`src/rtl/mips_pkg.sv`:
```
// Definitions shared by the arbiter, the instruction decoder and the hazard unit.
package mips_pkg;

    typedef enum logic [2:0] {
        IDLE,
        BUSY_IF,
        BUSY_MEM,
        RESP_IF,
        RESP_MEM
    } arbState_t;

    localparam logic [31:0] ERR_DATA_DEFAULT = 32'hDEADBEEF;

    localparam logic [5:0] OP_LW = 6'h23;
    localparam logic [5:0] OP_SW = 6'h2b;

endpackage

```
`src/rtl/bus_watchdog.sv`:
```
// Counts cycles spent waiting on the memory and flags an access that has run too long.
module bus_watchdog #(
    parameter int TIMEOUT = 64
) (
    input  logic clk,
    input  logic reset,
    input  logic clear,
    input  logic enable,
    output logic expired
);

    localparam int CNT_W = $clog2(TIMEOUT);

    logic [CNT_W-1:0] count;

    // count holds the number of earlier waiting cycles, so expiry lands on the TIMEOUT-th one
    assign expired = enable && (count == CNT_W'(TIMEOUT - 1));

    always_ff @(posedge clk or negedge reset) begin
        if (!reset) begin
            count <= '0;
        end else if (clear) begin
            count <= '0;
        end else if (enable && !expired) begin
            count <= count + CNT_W'(1);
        end
    end

endmodule

```
`src/rtl/mem_port_arbiter.sv`:
```
// Shares one single-port memory between fetch and load/store; MEM has fixed priority.
module mem_port_arbiter
    import mips_pkg::*;
#(
    parameter int                ADDR_W   = 32,
    parameter int                DATA_W   = 32,
    parameter int                TIMEOUT  = 64,
    parameter logic [DATA_W-1:0] ERR_DATA = DATA_W'(ERR_DATA_DEFAULT)
) (
    input  logic              clk,
    input  logic              reset,
    input  logic              if_req,
    input  logic [ADDR_W-1:0] if_addr,
    input  logic              if_flush,
    output logic [DATA_W-1:0] if_rdata,
    output logic              if_done,
    output logic              if_stall,
    input  logic              mem_rd,
    input  logic              mem_wr,
    input  logic [ADDR_W-1:0] mem_addr,
    input  logic [DATA_W-1:0] mem_wdata,
    output logic [DATA_W-1:0] mem_rdata,
    output logic              mem_done,
    output logic              mem_stall,
    output logic              m_req,
    output logic              m_we,
    output logic [ADDR_W-1:0] m_addr,
    output logic [DATA_W-1:0] m_wdata,
    input  logic [DATA_W-1:0] m_rdata,
    input  logic              m_ready,
    output logic              bus_err
);

    arbState_t state;
    logic      dropFlag;
    logic      ifDoneQ;
    logic      busy;
    logic      expired;
    logic      memReq;

    assign busy   = (state == BUSY_IF) || (state == BUSY_MEM);
    assign memReq = mem_rd | mem_wr;

    bus_watchdog #(.TIMEOUT(TIMEOUT)) uWatchdog (
        .clk     (clk),
        .reset   (reset),
        .clear   (!busy),
        .enable  (busy),
        .expired (expired)
    );

    // A flush arriving in the response cycle must still cancel the fetch it would complete
    assign if_done   = ifDoneQ & ~if_flush;
    assign mem_stall = memReq & ~mem_done;
    assign if_stall  = (if_req & ~if_done) | mem_stall;

    always_ff @(posedge clk or negedge reset) begin
        if (!reset) begin
            state     <= IDLE;
            dropFlag  <= 1'b0;
            ifDoneQ   <= 1'b0;
            mem_done  <= 1'b0;
            if_rdata  <= '0;
            mem_rdata <= '0;
            m_req     <= 1'b0;
            m_we      <= 1'b0;
            m_addr    <= '0;
            m_wdata   <= '0;
            bus_err   <= 1'b0;
        end else begin
            case (state)
                IDLE: begin
                    if (memReq) begin
                        state   <= BUSY_MEM;
                        m_req   <= 1'b1;
                        m_we    <= mem_wr;
                        m_addr  <= mem_addr;
                        m_wdata <= mem_wdata;
                    end else if (if_req && !if_flush) begin
                        state    <= BUSY_IF;
                        m_req    <= 1'b1;
                        m_we     <= 1'b0;
                        m_addr   <= if_addr;
                        m_wdata  <= '0;
                        dropFlag <= 1'b0;
                    end
                end
                BUSY_IF: begin
                    if (m_ready || expired) begin
                        m_req    <= 1'b0;
                        dropFlag <= 1'b0;
                        if (!m_ready) bus_err <= 1'b1;
                        // A flushed fetch still finishes on the bus but is never reported
                        if (dropFlag || if_flush) begin
                            state <= IDLE;
                        end else begin
                            state    <= RESP_IF;
                            ifDoneQ  <= 1'b1;
                            if_rdata <= m_ready ? m_rdata : ERR_DATA;
                        end
                    end else if (if_flush) begin
                        dropFlag <= 1'b1;
                    end
                end
                BUSY_MEM: begin
                    if (m_ready || expired) begin
                        m_req     <= 1'b0;
                        state     <= RESP_MEM;
                        mem_done  <= 1'b1;
                        mem_rdata <= m_ready ? m_rdata : ERR_DATA;
                        if (!m_ready) bus_err <= 1'b1;
                    end
                end
                RESP_IF: begin
                    ifDoneQ <= 1'b0;
                    state   <= IDLE;
                end
                RESP_MEM: begin
                    mem_done <= 1'b0;
                    state    <= IDLE;
                end
                default: state <= IDLE;
            endcase
        end
    end

endmodule

```
`config.mk`:
```
export PLATFORM = sky130hd
export DESIGN_NAME = mem_port_arbiter
export DESIGN_NICKNAME = d
export VERILOG_FILES = /design/src/rtl/mips_pkg.sv /design/src/rtl/bus_watchdog.sv /design/src/rtl/mem_port_arbiter.sv
export SDC_FILE = /design/constraint.sdc
export NUM_CORES = 1
export LEC_CHECK = 0
export BUFFER_PORTS_ARGS = -buffer_cell sky130_fd_sc_hd__buf_2
export CORE_ASPECT_RATIO = 0.7
export CORE_MARGIN = 10
export CORE_UTILIZATION = 25
export CTS_BUF_LIST = sky130_fd_sc_hd__clkbuf_4 sky130_fd_sc_hd__clkbuf_8 sky130_fd_sc_hd__clkbuf_16
export CTS_CLUSTER_DIAMETER = 100
export DETAILED_ROUTE_END_ITERATION = 8
export HOLD_SLACK_MARGIN = 0.15
export SLEW_MARGIN = 20
export SYNTH_ARGS = -nofsm -noshare
export SYNTH_HDL_FRONTEND = slang
export SYNTH_SLANG_ARGS = --single-unit
export TNS_END_PERCENT = 100
```
`constraint.sdc`:
```
create_clock -name clk -period 1.9 [get_ports clk]
set_input_delay 0.095 -clock clk [delete_from_list [all_inputs] [get_ports clk]]
set_output_delay 0.095 -clock clk [all_outputs]
set_load 0.02 [all_outputs]
```
**Word level (Yosys, flattened, before mapping)**

Cells that the tools add are included.

- Register bits: 143
- Output and inout port bits: 135
- Logic and storage cells: 89

- Add/sub/neg operators: 1
- Equal/unequal tests: 14
- Multiplexer cells: 28
- Bitwise operators: 10
- Reduce and logical (&&, ||, !) cells: 24

Operators by type and width:

| kind | number |
|---|---|
| $mux 32 | 5 |
| $reduce_and 3->1 | 5 |
| $mux 3 | 4 |
| $mux 6 | 2 |
| $mux 1 | 11 |
| $reduce_bool 2->1 | 5 |
| $pmux 3 s3 | 1 |
| $ne 2x2->1 const B | 4 |
| $pmux 1 s2 | 4 |
| $add 6x1->6 const B | 1 |
| $eq 3x2->1 const B | 2 |
| $eq 6x6->1 const B | 1 |
| $ne 2x1->1 const B | 3 |
| $reduce_and 2->1 | 3 |
| $not 1->1 | 5 |
| $reduce_and 4->1 | 1 |
| $and 1x1->1 | 3 |
| $eq 3x1->1 const B | 1 |
| $eq 3x3->1 const B | 1 |
| $logic_and 1x1->1 | 3 |
| $logic_not 3->1 | 1 |
| $logic_or 1x1->1 | 3 |
| $ne 3x2->1 const B | 1 |
| $ne 3x3->1 const B | 1 |
| other kinds (4) | 6 |

**Longest topological paths before layout**

- Word-level depth: 7
- Gate-level depth with buffers: 6
- Gate-level depth less buffers: 4

**Cells and area by module**

From an unflattened synthesis, not the netlist that was laid out.

- Cell total of the unflattened synthesis: 419
- Area total of the unflattened synthesis: 5895.7 um^2

By module, submodules not included:

| module | instances | cells an instance | area each (um^2) | seq. area each (um^2) |
|---|---|---|---|---|
| mem_port_arbiter | 1 | 377 | 5521.5 | 3428.3 |
| bus_watchdog | 1 | 42 | 374.1 | 150.1 |

**Least setup slack after synthesis**

Ideal clock, no wire load.

- Path type: register to register
- From: register uWatchdog.count[0]
- To: register mem_rdata[19]
- Library setup time: 0.133 ns
- Data arrival time: 1.686 ns
- Required time: 1.767 ns
- Setup slack: 0.081 ns
- Cell stages (with the launch flop): 7
- Path buffers: 2
- Cells stage by stage: dfrtp_1 -> ha_1 -> and4_1 -> clkbuf_1 -> a21oi_2 -> clkbuf_1 -> a21oi_1

- Longest elaborated chain between the ends: 4

Ends and longest elaborated chain:

| what | line | source |
|---|---|---|
| start, declared | bus_watchdog.sv:14 | `logic [CNT_W-1:0] count;` |
| start signal, assigned | bus_watchdog.sv:25 | `count <= count + CNT_W'(1);` |
| $eq 6x6->1 | bus_watchdog.sv:17 | `assign expired = enable && (count == CNT_W'(TIMEOUT - 1));` |
| $logic_and 1x1->1 | bus_watchdog.sv:17 |  |
| $logic_or 1x1->1 | mem_port_arbiter.sv:106 | `if (m_ready \|\| expired) begin` |
| $reduce_and 2->1 (no source line) | - |  |
| end signal, assigned | mem_port_arbiter.sv:110 | `mem_rdata <= m_ready ? m_rdata : ERR_DATA;` |
| end, declared | mem_port_arbiter.sv:22 | `output logic [DATA_W-1:0] mem_rdata,` |

Every way passes these cells.
A chain may end at the register's enable or synchronous reset.

**Final worst setup path**

- From: register state[2]
- To: register if_rdata[9]

- Longest elaborated chain between the ends: 5
- Elaborated cells between the ends (all ways): 6
- Those cells by class: 2 x eq/ne; 4 x reduce/logical

Ends and longest elaborated chain:

| what | line | source |
|---|---|---|
| start, declared | mem_port_arbiter.sv:34 | `arbState_t state;` |
| start signal, assigned | mem_port_arbiter.sv:59 | `state <= IDLE;` |
| start signal, assigned | mem_port_arbiter.sv:74 | `state <= BUSY_MEM;` |
| start signal, assigned | mem_port_arbiter.sv:80 | `state <= BUSY_IF;` |
| $eq 3x1->1 or $eq 3x2->1 (tied branches) | mem_port_arbiter.sv:41, mem_port_arbiter.sv:71 |  |
| $logic_or 1x1->1 | mem_port_arbiter.sv:41 | `assign busy = (state == BUSY_IF) \|\| (state == BUSY_MEM);` |
| $logic_and 1x1->1 | bus_watchdog.sv:17 |  |
| $logic_or 1x1->1 | mem_port_arbiter.sv:89 | `if (m_ready \|\| expired) begin` |
| $reduce_and 3->1 (no source line) * | - |  |
| end signal, assigned | mem_port_arbiter.sv:99 | `if_rdata <= m_ready ? m_rdata : ERR_DATA;` |
| end, declared | mem_port_arbiter.sv:15 | `output logic [DATA_W-1:0] if_rdata,` |

Every way passes the cells marked *; elsewhere a longest branch is shown, timed or not.

==> flow_summary.toml <==
[clock_tree]
clkSinkCount = 143
numCtsBuffers = 17
cts_buffer_depth = 2
cts_tree = "done"
htree_num_levels = 4
cts.clk_slew.worst_paths_ps = 70
cts_resized = 0
insertion_delay_ps = 430
root_buffer = "clkbuf_16"

[timing]
rsz0062_at_grt = "no"
fmax_mhz = 552.7
finalHoldViolations = 0
setup_ws_ps = 90.60
tns_ps = 0
setup_viol = 0
finalCritPeriodShare_pct = 95.23
fin_crit_ps = 1809
skew_ps = 7.848
worst_slew_pin_slew_ps = 472.8
holdWs_ps = 166.9
maxSlewViolCount = 0
slew_headroom_pct = 68.48

[grt]
grt_max_degree = 50
grt_pass1_wl_um = 37400
grt_usage_pct = 14.41
grt_pass1_vias = 6580
overflow = 0
antenna_found_initial = 1

[setup_path]
start_kind = "register"
required_ps = 2220
slowest_stage = "or4_4"
cp-startpoint = "state[2]"
rr_startpoint = "state[2]"
cp.arrival_ps = 2130
crit_chain = "or4_4, or4_1, o211a_1"
slowest_delay_ps = 710
reg2reg_depth = 3
crit_type = "register to register"
r2r-end = "if_rdata[9]"
crit_fanout = 30
ff2ff_setup_slack_ps = 90
endpoint_kind = "register"

[yosys]
synthFlopType = "dfrtp_1"
synthDistinctLibCells = 45
ys_warn_count = 0
synth_nets = 698
synth_area_um2 = 6516
synth_edf_count = 0
synthArstFlopShare_pct = 100.0
yosysSeqAreaShare_pct = 54.92
avgSynthCellArea_um2 = 11.59
synth_cells = 562
ys_ff_latch = 143

[placed_design]
dpl-instance-area_um2 = 8428
place_ws_ps = 96.16
post-dp-hpwl_um = 16600
routabilityCongestion = 0.7502
port_buffers = 269

[power_and_ir_drop]
p_leak_nw = 5.389
vdd_drop_max_uv = 704.5
power_mw = 15.23
power_density_nw_per_um2 = 1461

[detailed_routing]
wl_met2_um = 11220
wl_per_cell_um = 18.42
drc_errors = 0
num_vias = 6082
antenna_left = 0
topRoutingLayerUsed = "met4"
vias_per_cell = 4.646
totalWireLength_um = 24110
initialDrtViolationCount = 282
met3_length_um = 1884
wl_met1_um = 10480
firstDrtPassIters = 4

[status]
status = "finished clean"

[floorplan]
dieHeight_um = 155.1
core_area_um2 = 25690
die_x_um = 213.0
start_util_pct = 25.37
io_pins = 270
die_area_um2 = 33030
rows = 49

[final_layout]
stdcell_area_um2 = 10420
nets = 1100
drive_gt1_share_pct = 42.27
area_growth_syn_to_layout_pct = 59.95

[worst_hold_path]
hp-class = "input pin to async pin"

[run]
drv_cap = 0
logic make-up (layout without fill, tap and decap cells):
kind of cell	Yosys count	count (layout)	share of synthesized area, %
other cells	0	1	0
buf+inv	96	511	6.029
xor+xnor	1	1	0.1344
compound gates	186	186	20.55
mux	65	65	11.23
simple gates	70	70	6.951
flops	143	143	54.92
fa+ha+maj	1	1	0.1920
power breakdown:
part | total (mW) | leakage [nW] | internal (mW) | switching [mW]
registers | 4.86 | 1.75 | 4.18 | 0.678
logic | 6.49 | 3.32 | 2.66 | 3.83
clock network | 3.88 | 0.316 | 2.48 | 1.40
total | 15.2 | 5.39 | 9.33 | 5.90
final cells by class:
class / count / area (µm²)
diodes: 1 / 2.502
clock buffers: 18 / 432.9
clock inverters: 14 / 237.7
fillers: 2456 / 15270
inverters: 46 / 172.7
multi-input cells: 323 / 2606
flip-flops and latches: 143 / 3580
well taps: 331 / 414.1
repair buffers: 433 / 2977
cells in the mapped netlist, types with 2 or more instances:
| cell | instances | area [µm²] |
|---|---|---|
| a211oi_1 | 2 | 15.01 |
| a21o_1 | 25 | 187.7 |
| a21oi_1 | 31 | 155.2 |
| a22o_1 | 32 | 280.3 |
| a22oi_1 | 8 | 60.06 |
| a31oi_1 | 2 | 12.51 |
| buf_2 | 21 | 105.1 |
| clkbuf_1 | 26 | 97.59 |
| clkbuf_2 | 2 | 10.01 |
| dfrtp_1 | 143 | 3578 |
| inv_1 | 46 | 172.7 |
| mux2_2 | 65 | 732.0 |
| nand2_1 | 4 | 15.01 |
| nand3_1 | 4 | 20.02 |
| nand4_1 | 10 | 62.56 |
| nor2_1 | 11 | 41.29 |
| nor2b_1 | 3 | 18.77 |
| nor3_1 | 5 | 25.02 |
| o211a_1 | 21 | 210.2 |
| o211ai_1 | 8 | 60.06 |
| o21ai_0 | 22 | 110.1 |
| o221a_2 | 3 | 33.78 |
| o22ai_1 | 24 | 150.1 |
| o31ai_1 | 2 | 15.01 |
| or3b_2 | 2 | 17.52 |
| or4_1 | 21 | 157.7 |
routing by layer:
metal  global-route usage (%)  vias up
met3                    5.199       29
met4                    4.746        0
li1                         -     2884
met1                    17.65     2977
met2                    23.03      192
met5                        0        -
metrics by stage:
step                utilization, %  instances
floorplan                        -        562
global placement             32.81       1144
detailed placement           32.81       1144
CTS                          40.56       1308
global route                 40.57       1309
finish                       40.57       1309
state kept, by name (all words and copies together) (netlist names):
register,flops
if_rdata,32
m_addr,32
m_wdata,32
mem_rdata,32
uWatchdog.count,6
state,3
bus_err,1
dropFlag,1
ifDoneQ,1
m_req,1
m_we,1
mem_done,1
worst max-delay path by stage:
stage,endpoint,slack (ps),cells past startpoint
final,if_rdata[9],90,3
after global routing,if_rdata[1],20,3
after CTS,if_rdata[9],80,3
after detailed placement,if_rdata[9],100,3
after global placement,if_rdata[6],120,3
after floorplan,mem_rdata[19],80,6
critical path, delay by kind of cell (launching register included):
| family | cells | cell delay [ps] |
|---|---|---|
| flip-flops | 1 | 370 |
| AND/OR/NAND/NOR | 2 | 1170 |
| AO/OA/AOI/OAI | 1 | 140 |
layout by cell type, fill, tap and decap left out, types with 10 or more instances in the layout:
master / Yosys / final
dfrtp_1: 143 / 142
clkbuf_16: 0 / 17
mux2_2: 65 / 65
o22ai_1: 24 / 24
or4_1: 21 / 21
a22o_1: 32 / 32
buf_4: 1 / 27
nand4_1: 10 / 10
o21ai_0: 22 / 22
inv_1: 46 / 46
dlygate4sd3_1: 0 / 132
o211a_1: 21 / 21
a21oi_1: 31 / 31
buf_2: 21 / 268
nor2_1: 11 / 10
a21o_1: 25 / 25
timing repair:
action | 4_1_cts | 5_1_grt
buffers inserted | 0 | 0
hold buffers | 132 | 0
endpoints found under the hold margin | 274 | 0
No activity file was read; power rests on OpenSTA's default activity.
